<file path="src/rtl/alu_share_ctrl.sv">
// -----------------------------------------------------------------------------
// alu_share_ctrl
//   Lets two requesters share a single ALU_unit. Port 0 is the core execute
//   stage, port 1 the debug/self-test port. A round-robin arbiter grants one
//   request at a time. The granted operation is driven onto the ALU for
//   ALU_LAT+1 cycles. The ALU result is then captured and returned on a
//   valid/ready response channel, tagged with the source port and the
//   requester's tag.
//
// Ports
//   clk, rst_n            clock; synchronous active-low reset
//   reqN_valid/ready      request handshake (N = 0,1). ready is combinational
//                         and is high only for the port granted this cycle.
//   reqN_kind             00 ALUimm, 01 ALUreg, 10 Branch, 11 illegal
//   reqN_funct3/funct7    instruction function fields
//   reqN_rs1/rs2          operands (rs2 may be a sign-extended immediate)
//   reqN_tag              opaque tag echoed on the response
//   alu_*  (out)          control and operands to ALU_unit; control is only
//                         active while an op executes
//   alu_result/correct    results from ALU_unit
//   rsp_valid/ready       response handshake; rsp_* held until taken
//   rsp_src/tag           source port and tag of the completed request
//   rsp_result/correct    captured ALU outputs (0 for an illegal kind)
//   rsp_err               1 when the request kind was illegal
//   busy                  controller is not idle
// -----------------------------------------------------------------------------
module alu_share_ctrl #(
    parameter int XLEN    = 32,
    parameter int TAG_W   = 4,
    parameter int ALU_LAT = 1
) (
    input  logic             clk,
    input  logic             rst_n,
    input  logic             req0_valid,
    output logic             req0_ready,
    input  logic [1:0]       req0_kind,
    input  logic [2:0]       req0_funct3,
    input  logic [6:0]       req0_funct7,
    input  logic [XLEN-1:0]  req0_rs1,
    input  logic [XLEN-1:0]  req0_rs2,
    input  logic [TAG_W-1:0] req0_tag,
    input  logic             req1_valid,
    output logic             req1_ready,
    input  logic [1:0]       req1_kind,
    input  logic [2:0]       req1_funct3,
    input  logic [6:0]       req1_funct7,
    input  logic [XLEN-1:0]  req1_rs1,
    input  logic [XLEN-1:0]  req1_rs2,
    input  logic [TAG_W-1:0] req1_tag,
    output logic             alu_isALUimm,
    output logic             alu_isALUreg,
    output logic             alu_isBranch,
    output logic [7:0]       alu_funct3oh,
    output logic [6:0]       alu_funct7,
    output logic [XLEN-1:0]  alu_rs1,
    output logic [XLEN-1:0]  alu_rs2,
    input  logic [XLEN-1:0]  alu_result,
    input  logic             alu_correct,
    output logic             rsp_valid,
    input  logic             rsp_ready,
    output logic             rsp_src,
    output logic [TAG_W-1:0] rsp_tag,
    output logic [XLEN-1:0]  rsp_result,
    output logic             rsp_correct,
    output logic             rsp_err,
    output logic             busy
);
    localparam int               CNT_W        = (ALU_LAT > 0) ? $clog2(ALU_LAT + 1) : 1;
    localparam logic [CNT_W-1:0] LAST_CNT     = CNT_W'(ALU_LAT);
    localparam logic [1:0]       KIND_ILLEGAL = 2'b11;

    typedef enum logic [1:0] {IDLE, EXEC, DONE} state_t;

    state_t           state_reg;
    logic             rr_ptr_reg;
    logic [CNT_W-1:0] cnt_reg;
    logic [1:0]       kind_reg;
    logic             src_reg;
    logic [TAG_W-1:0] tag_reg;

    // ---------------- arbitration ----------------
    logic [1:0] valid_vec;
    logic [1:0] grant_vec;
    logic       can_grant;
    logic       grant_any;
    logic       grant_src;

    assign valid_vec = {req1_valid, req0_valid};
    // A new op may start from IDLE, or from DONE in the very cycle the
    // pending response is taken, which gives back-to-back issue.
    assign can_grant = (state_reg == IDLE) || ((state_reg == DONE) && rsp_ready);

    // A port wins when it is valid and either the other port is idle or the
    // round-robin pointer favours it. Gating with rst_n keeps ready low while
    // reset is asserted.
    for (genvar gi = 0; gi < 2; gi++) begin : g_grant
        assign grant_vec[gi] = rst_n && can_grant && valid_vec[gi] &&
                               (!valid_vec[1-gi] || (rr_ptr_reg == 1'(gi)));
    end

    assign grant_any  = |grant_vec;
    assign grant_src  = grant_vec[1];
    assign req0_ready = grant_vec[0];
    assign req1_ready = grant_vec[1];

    // ---------------- granted request fields ----------------
    logic [1:0]       sel_kind;
    logic [2:0]       sel_funct3;
    logic [6:0]       sel_funct7;
    logic [XLEN-1:0]  sel_rs1;
    logic [XLEN-1:0]  sel_rs2;
    logic [TAG_W-1:0] sel_tag;
    logic [7:0]       sel_oh;

    assign sel_kind   = grant_src ? req1_kind   : req0_kind;
    assign sel_funct3 = grant_src ? req1_funct3 : req0_funct3;
    assign sel_funct7 = grant_src ? req1_funct7 : req0_funct7;
    assign sel_rs1    = grant_src ? req1_rs1    : req0_rs1;
    assign sel_rs2    = grant_src ? req1_rs2    : req0_rs2;
    assign sel_tag    = grant_src ? req1_tag    : req0_tag;

    for (genvar gi = 0; gi < 8; gi++) begin : g_oh
        assign sel_oh[gi] = (sel_funct3 == 3'(gi));
    end

    // Illegal ops never touch the ALU, so they spend a single cycle in EXEC.
    logic last_exec;
    assign last_exec = (kind_reg == KIND_ILLEGAL) || (cnt_reg == LAST_CNT);

    assign busy = (state_reg != IDLE);

    // ---------------- controller ----------------
    always_ff @(posedge clk) begin
        if (!rst_n) begin
            state_reg    <= IDLE;
            rr_ptr_reg   <= 1'b0;
            cnt_reg      <= '0;
            kind_reg     <= '0;
            src_reg      <= 1'b0;
            tag_reg      <= '0;
            alu_isALUimm <= 1'b0;
            alu_isALUreg <= 1'b0;
            alu_isBranch <= 1'b0;
            alu_funct3oh <= '0;
            alu_funct7   <= '0;
            alu_rs1      <= '0;
            alu_rs2      <= '0;
            rsp_valid    <= 1'b0;
            rsp_src      <= 1'b0;
            rsp_tag      <= '0;
            rsp_result   <= '0;
            rsp_correct  <= 1'b0;
            rsp_err      <= 1'b0;
        end else begin
            case (state_reg)
                IDLE, DONE: begin
                    if ((state_reg == DONE) && rsp_ready) begin
                        rsp_valid <= 1'b0;
                        state_reg <= IDLE;
                    end
                    if (grant_any) begin
                        state_reg  <= EXEC;
                        cnt_reg    <= '0;
                        kind_reg   <= sel_kind;
                        src_reg    <= grant_src;
                        tag_reg    <= sel_tag;
                        rr_ptr_reg <= ~grant_src;
                        // Operand outputs keep their previous value for an
                        // illegal op; only legal ops drive the ALU.
                        if (sel_kind != KIND_ILLEGAL) begin
                            alu_isALUimm <= (sel_kind == 2'b00);
                            alu_isALUreg <= (sel_kind == 2'b01);
                            alu_isBranch <= (sel_kind == 2'b10);
                            alu_funct3oh <= sel_oh;
                            alu_funct7   <= sel_funct7;
                            alu_rs1      <= sel_rs1;
                            alu_rs2      <= sel_rs2;
                        end
                    end
                end
                EXEC: begin
                    if (last_exec) begin
                        state_reg    <= DONE;
                        rsp_valid    <= 1'b1;
                        rsp_src      <= src_reg;
                        rsp_tag      <= tag_reg;
                        rsp_err      <= (kind_reg == KIND_ILLEGAL);
                        rsp_result   <= (kind_reg == KIND_ILLEGAL) ? '0 : alu_result;
                        rsp_correct  <= (kind_reg == KIND_ILLEGAL) ? 1'b0 : alu_correct;
                        alu_isALUimm <= 1'b0;
                        alu_isALUreg <= 1'b0;
                        alu_isBranch <= 1'b0;
                        alu_funct3oh <= '0;
                    end else begin
                        cnt_reg <= cnt_reg + 1'b1;
                    end
                end
                default: state_reg <= IDLE;
            endcase
        end
    end
endmodule

</file>
<file path="config.mk">
export PLATFORM = sky130hd
export DESIGN_NAME = alu_share_ctrl
export DESIGN_NICKNAME = d
export VERILOG_FILES = /design/src/rtl/alu_share_ctrl.sv
export SDC_FILE = /design/constraint.sdc
export NUM_CORES = 1
export LEC_CHECK = 0
export CAP_MARGIN = 20
export CORE_ASPECT_RATIO = 2
export CORE_MARGIN = 5
export CORE_UTILIZATION = 25
export DETAILED_ROUTE_END_ITERATION = 8
export SLEW_MARGIN = 20
export SYNTH_ARGS = -nofsm -noshare
export SYNTH_HDL_FRONTEND = slang
export SYNTH_SLANG_ARGS = --single-unit
</file>
<file path="constraint.sdc">
create_clock -name clk -period 1.61 [get_ports clk]
set_input_delay 0.322 -clock clk [delete_from_list [all_inputs] [get_ports clk]]
set_output_delay 0.322 -clock clk [all_outputs]
set_load 0.01 [all_outputs]
</file>
==> metrics.md <==
| Metric | Value |
|---|---|
| GRT Total Usage | `0.201` |
| Avg Vias per Cell | `5.19` |
| Grt total ovfl | `0` |
| Clock Latency Late Sink | `0.43 ns` |
| Met3 WL post-DR | `1420 um` |
| CP dominant cell by count | `buf_12` |
| Post-synth cell types | `47` |
| Worst path slowest cell | `dfxtp_2` |
| Final Critical Period | `1.81 ns` |
| Ys async rst share | `0` |
| Number of global-route vias before repair | `7,154` |
| Maxcap violations | `0` |
| Mapped Cells | `723` |
| RePlAce Congestion | `0.813` |
| Largest net degree at the start of global routing | `49` |
| Setup slack after layout | `-0.200 ns` |
| WP data required | `1.93 ns` |
| Core Rows | `80` |
| Layout cell share with drive strength beyond 1 | `0.213` |
| Peak VDD IR | `0.000544 V` |
| Initial DRC Count | `302` |
| EDFF count, synth | `0` |
| Tcrit/Tclk final | `1.12` |
| Initial antenna violation count | `1` |
| Core box area | `0.0238 mm^2` |
| Drt drc | `0` |
| Post-Synth Simple-Gate Area | `0.194` |
| First-pass DRT Iterations | `5` |
| RSZ-0062 raised after global routing | `yes` |
| Initial core utilization | `0.253` |
| Final TNS setup | `-11.52 ns` |
| # placed instances | `1,307` |
| Final nets | `1,300` |
| Die height | `230 um` |
| WL final | `30,000 um` |
| Total Power | `10.5 mW` |
| Primary FF master, synth | `dfxtp_1` |
| Post-Synth XOR/XNOR Area | `0` |
| Leak Pwr | `4.97 nW` |
| First-pass GRT wire length | `42,500 um` |
| Final core occ | `0.505` |
| Finished Cell Area | `0.0120 mm^2` |
| Status | `complete, but fails checks` |
| Top Metal Used | `met4` |
| CTS sink cnt | `133` |
| Die Width | `120 um` |
| Post-Syn Nets | `921` |
| Area leader, netlist | `dfxtp_1` |
| Total CTS buffers | `17` |
| Clock Pin Slew Worst Setup and Hold Paths | `0.06 ns` |
| Hold slack final | `0.446 ns` |
| Via count | `7,280` |
| Final hold vios | `0` |
| Worst-path maximum fanout | `8` |
| TritonCTS clock tree | `done` |
| Yosys Warn Count | `0` |
| Clk buf depth | `2` |
| # IOs | `323` |
| Synth Area in Compound Gates | `0.284` |
| Met2 WL | `16,600 um` |
| Port Buf Inserts | `322` |
| Mapped cell area | `0.00603 mm^2` |
| HP Class | `flip-flop to flip-flop` |
| Top Registers | `alu_rs1: 32 flops, alu_rs2: 32 flops, rsp_result: 32 flops` |
| Final setup fails | `86` |
| Synth area leaders | `dfxtp_1 (44%), nand2_1 (12%), a311oi_1 (8.1%), a31oi_1 (7.5%), a311oi_2 (5.0%)` |
| Hold buffer count at cts | `0` |
| Final std cells w/o fill | `1,403` |
| WL met1 | `10,600 um` |
| Largest family of logic cells by synthesized area | `compound AO/OA/AOI/OAI gates` |
| Mux share of post-synthesis cell area | `0.0189` |
| Slew @ Worst Pin | `0.617 ns` |
| Setup WS pre-CTS | `-0.818 ns` |
| Crit path cell chain | `buf_6 -> nand2b_4 -> a41o_4 -> and3_4 -> buf_12 -> buf_12 -> buf_16 -> a311oi_1` |
| H-tree Lvls | `4` |
| Yosys top cell area share | `0.441` |
| Adder-cell share of the synthesized area | `0` |
| DP HPWL | `18,400 um` |
| CP Capture Type | `flip-flop` |
| Fmax | `0.552 GHz` |
| Slowest stage delay, CP | `0.34 ns` |
| Clock skew | `0.00746 ns` |
| DIE AREA | `0.0275 mm^2` |
| Crit path arrival time | `2.13 ns` |
| Root buf cell | `clkbuf_16` |
| PD cells | `872 mW/mm^2` |
| Area Growth Syn to Fin | `99.3%` |
| Critical path class | `flip-flop to flip-flop` |
| Rel. slew slack | `0.589` |
| Post-synthesis sequential area ratio | `0.441` |
| Post-synthesis sequential element count | `133` |
| Setup crit start kind | `flip-flop` |
| DR WL/cell | `21.4 um` |
| Synth Area per Inst | `8.35 um^2` |
| Final Slew Violations | `0` |
| Post-DRT Antenna Nets | `0` |
| Failing checks | `setup timing` |
| Placed instance area | `0.00993 mm^2` |
==> final timing paths <==
| path | from | end | slack (ns) | cells after the start |
|---|---|---|---|---|
| worst min-delay path | rsp_result[19] | rsp_result[19] | 0.45 | 2 |
| worst min register to register | rsp_result[19] | rsp_result[19] | 0.45 | 2 |
| worst max register to register | state_reg[1] | alu_rs1[8] | -0.20 | 8 |
| worst max-delay path | state_reg[1] | alu_rs1[8] | -0.20 | 8 |
==> Yosys cell counts (3+ instances only) <==
cell and count:
nand2_1 198, dfxtp_1 133, a31oi_1 72, a311oi_1 56
clkbuf_1 54, a21oi_1 40, nand3_1 36, a311oi_2 20
buf_2 18, nor2_1 12, mux2i_1 8, nor3_1 5
a222oi_1 4, a311o_1 4, a31o_2 4, nand2b_1 4
nand4b_1 4, o31ai_1 4, buf_1 3, buf_6 3
inv_1 3, mux2_2 3, nand4_1 3, nor2b_1 3
==> layout by cell type (no fill, tap or decap), drive strengths merged, types with 5 or more instances in the layout <==
cell and count:
clkdlybuf4s50 193, a311oi 76, clkbuf 30, mux2i 8
nand3 36, dlygate4sd2 125, a31oi 72, nor2 12
inv 8, nor3 5, nand2 198, dfxtp 133
buf 112, a21oi 40
==> critical path, delay by kind of cell, from the launching register on <==
family | cells | cell delay (ns)
simple gates | 2 | 0.28
compound gates | 2 | 0.56
buf+inv | 4 | 0.53
flops | 1 | 0.34
==> what timing repair did <==
| item | CTS | global route |
|---|---|---|
| endpoints found under the setup margin | 209 | 119 |
| gates cloned | 23 | 10 |
| pin swaps | 23 | 31 |
| setup buffers | 27 | 10 |
| resized for setup | 197 | 66 |
==> cells by family after synthesis <==
family | count (synthesis)
AO/OA/AOI/OAI | 218
flip-flops | 133
buffers and inverters | 86
AND/OR/NAND/NOR | 275
multiplexers | 11
==> layout make-up <==
class	instances	area, um^2
inverters	6	27.5
multi-input cells	504	3370
well taps	287	359
repair buffers	440	4990
clock inverters	10	119
diodes	1	2.50
fillers	2255	11800
flip-flops and latches	133	2670
clock buffers	22	494
==> routing by layer <==
metal  vias to the layer above  global-route usage
li1                       3457                   -
met1                      3468               0.206
met2                       286               0.377
met3                        69              0.0421
met4                         0               0.105
met5                         -                   0
==> power breakdown <==
part / switching, mW / internal [mW] / total, mW
registers: 0.119 / 3.52 / 3.64
clock network: 1.54 / 2.49 / 4.03
logic: 1.25 / 1.58 / 2.82
total: 2.90 / 7.59 / 10.5
Note: power is estimated with default switching activity, not from simulation.
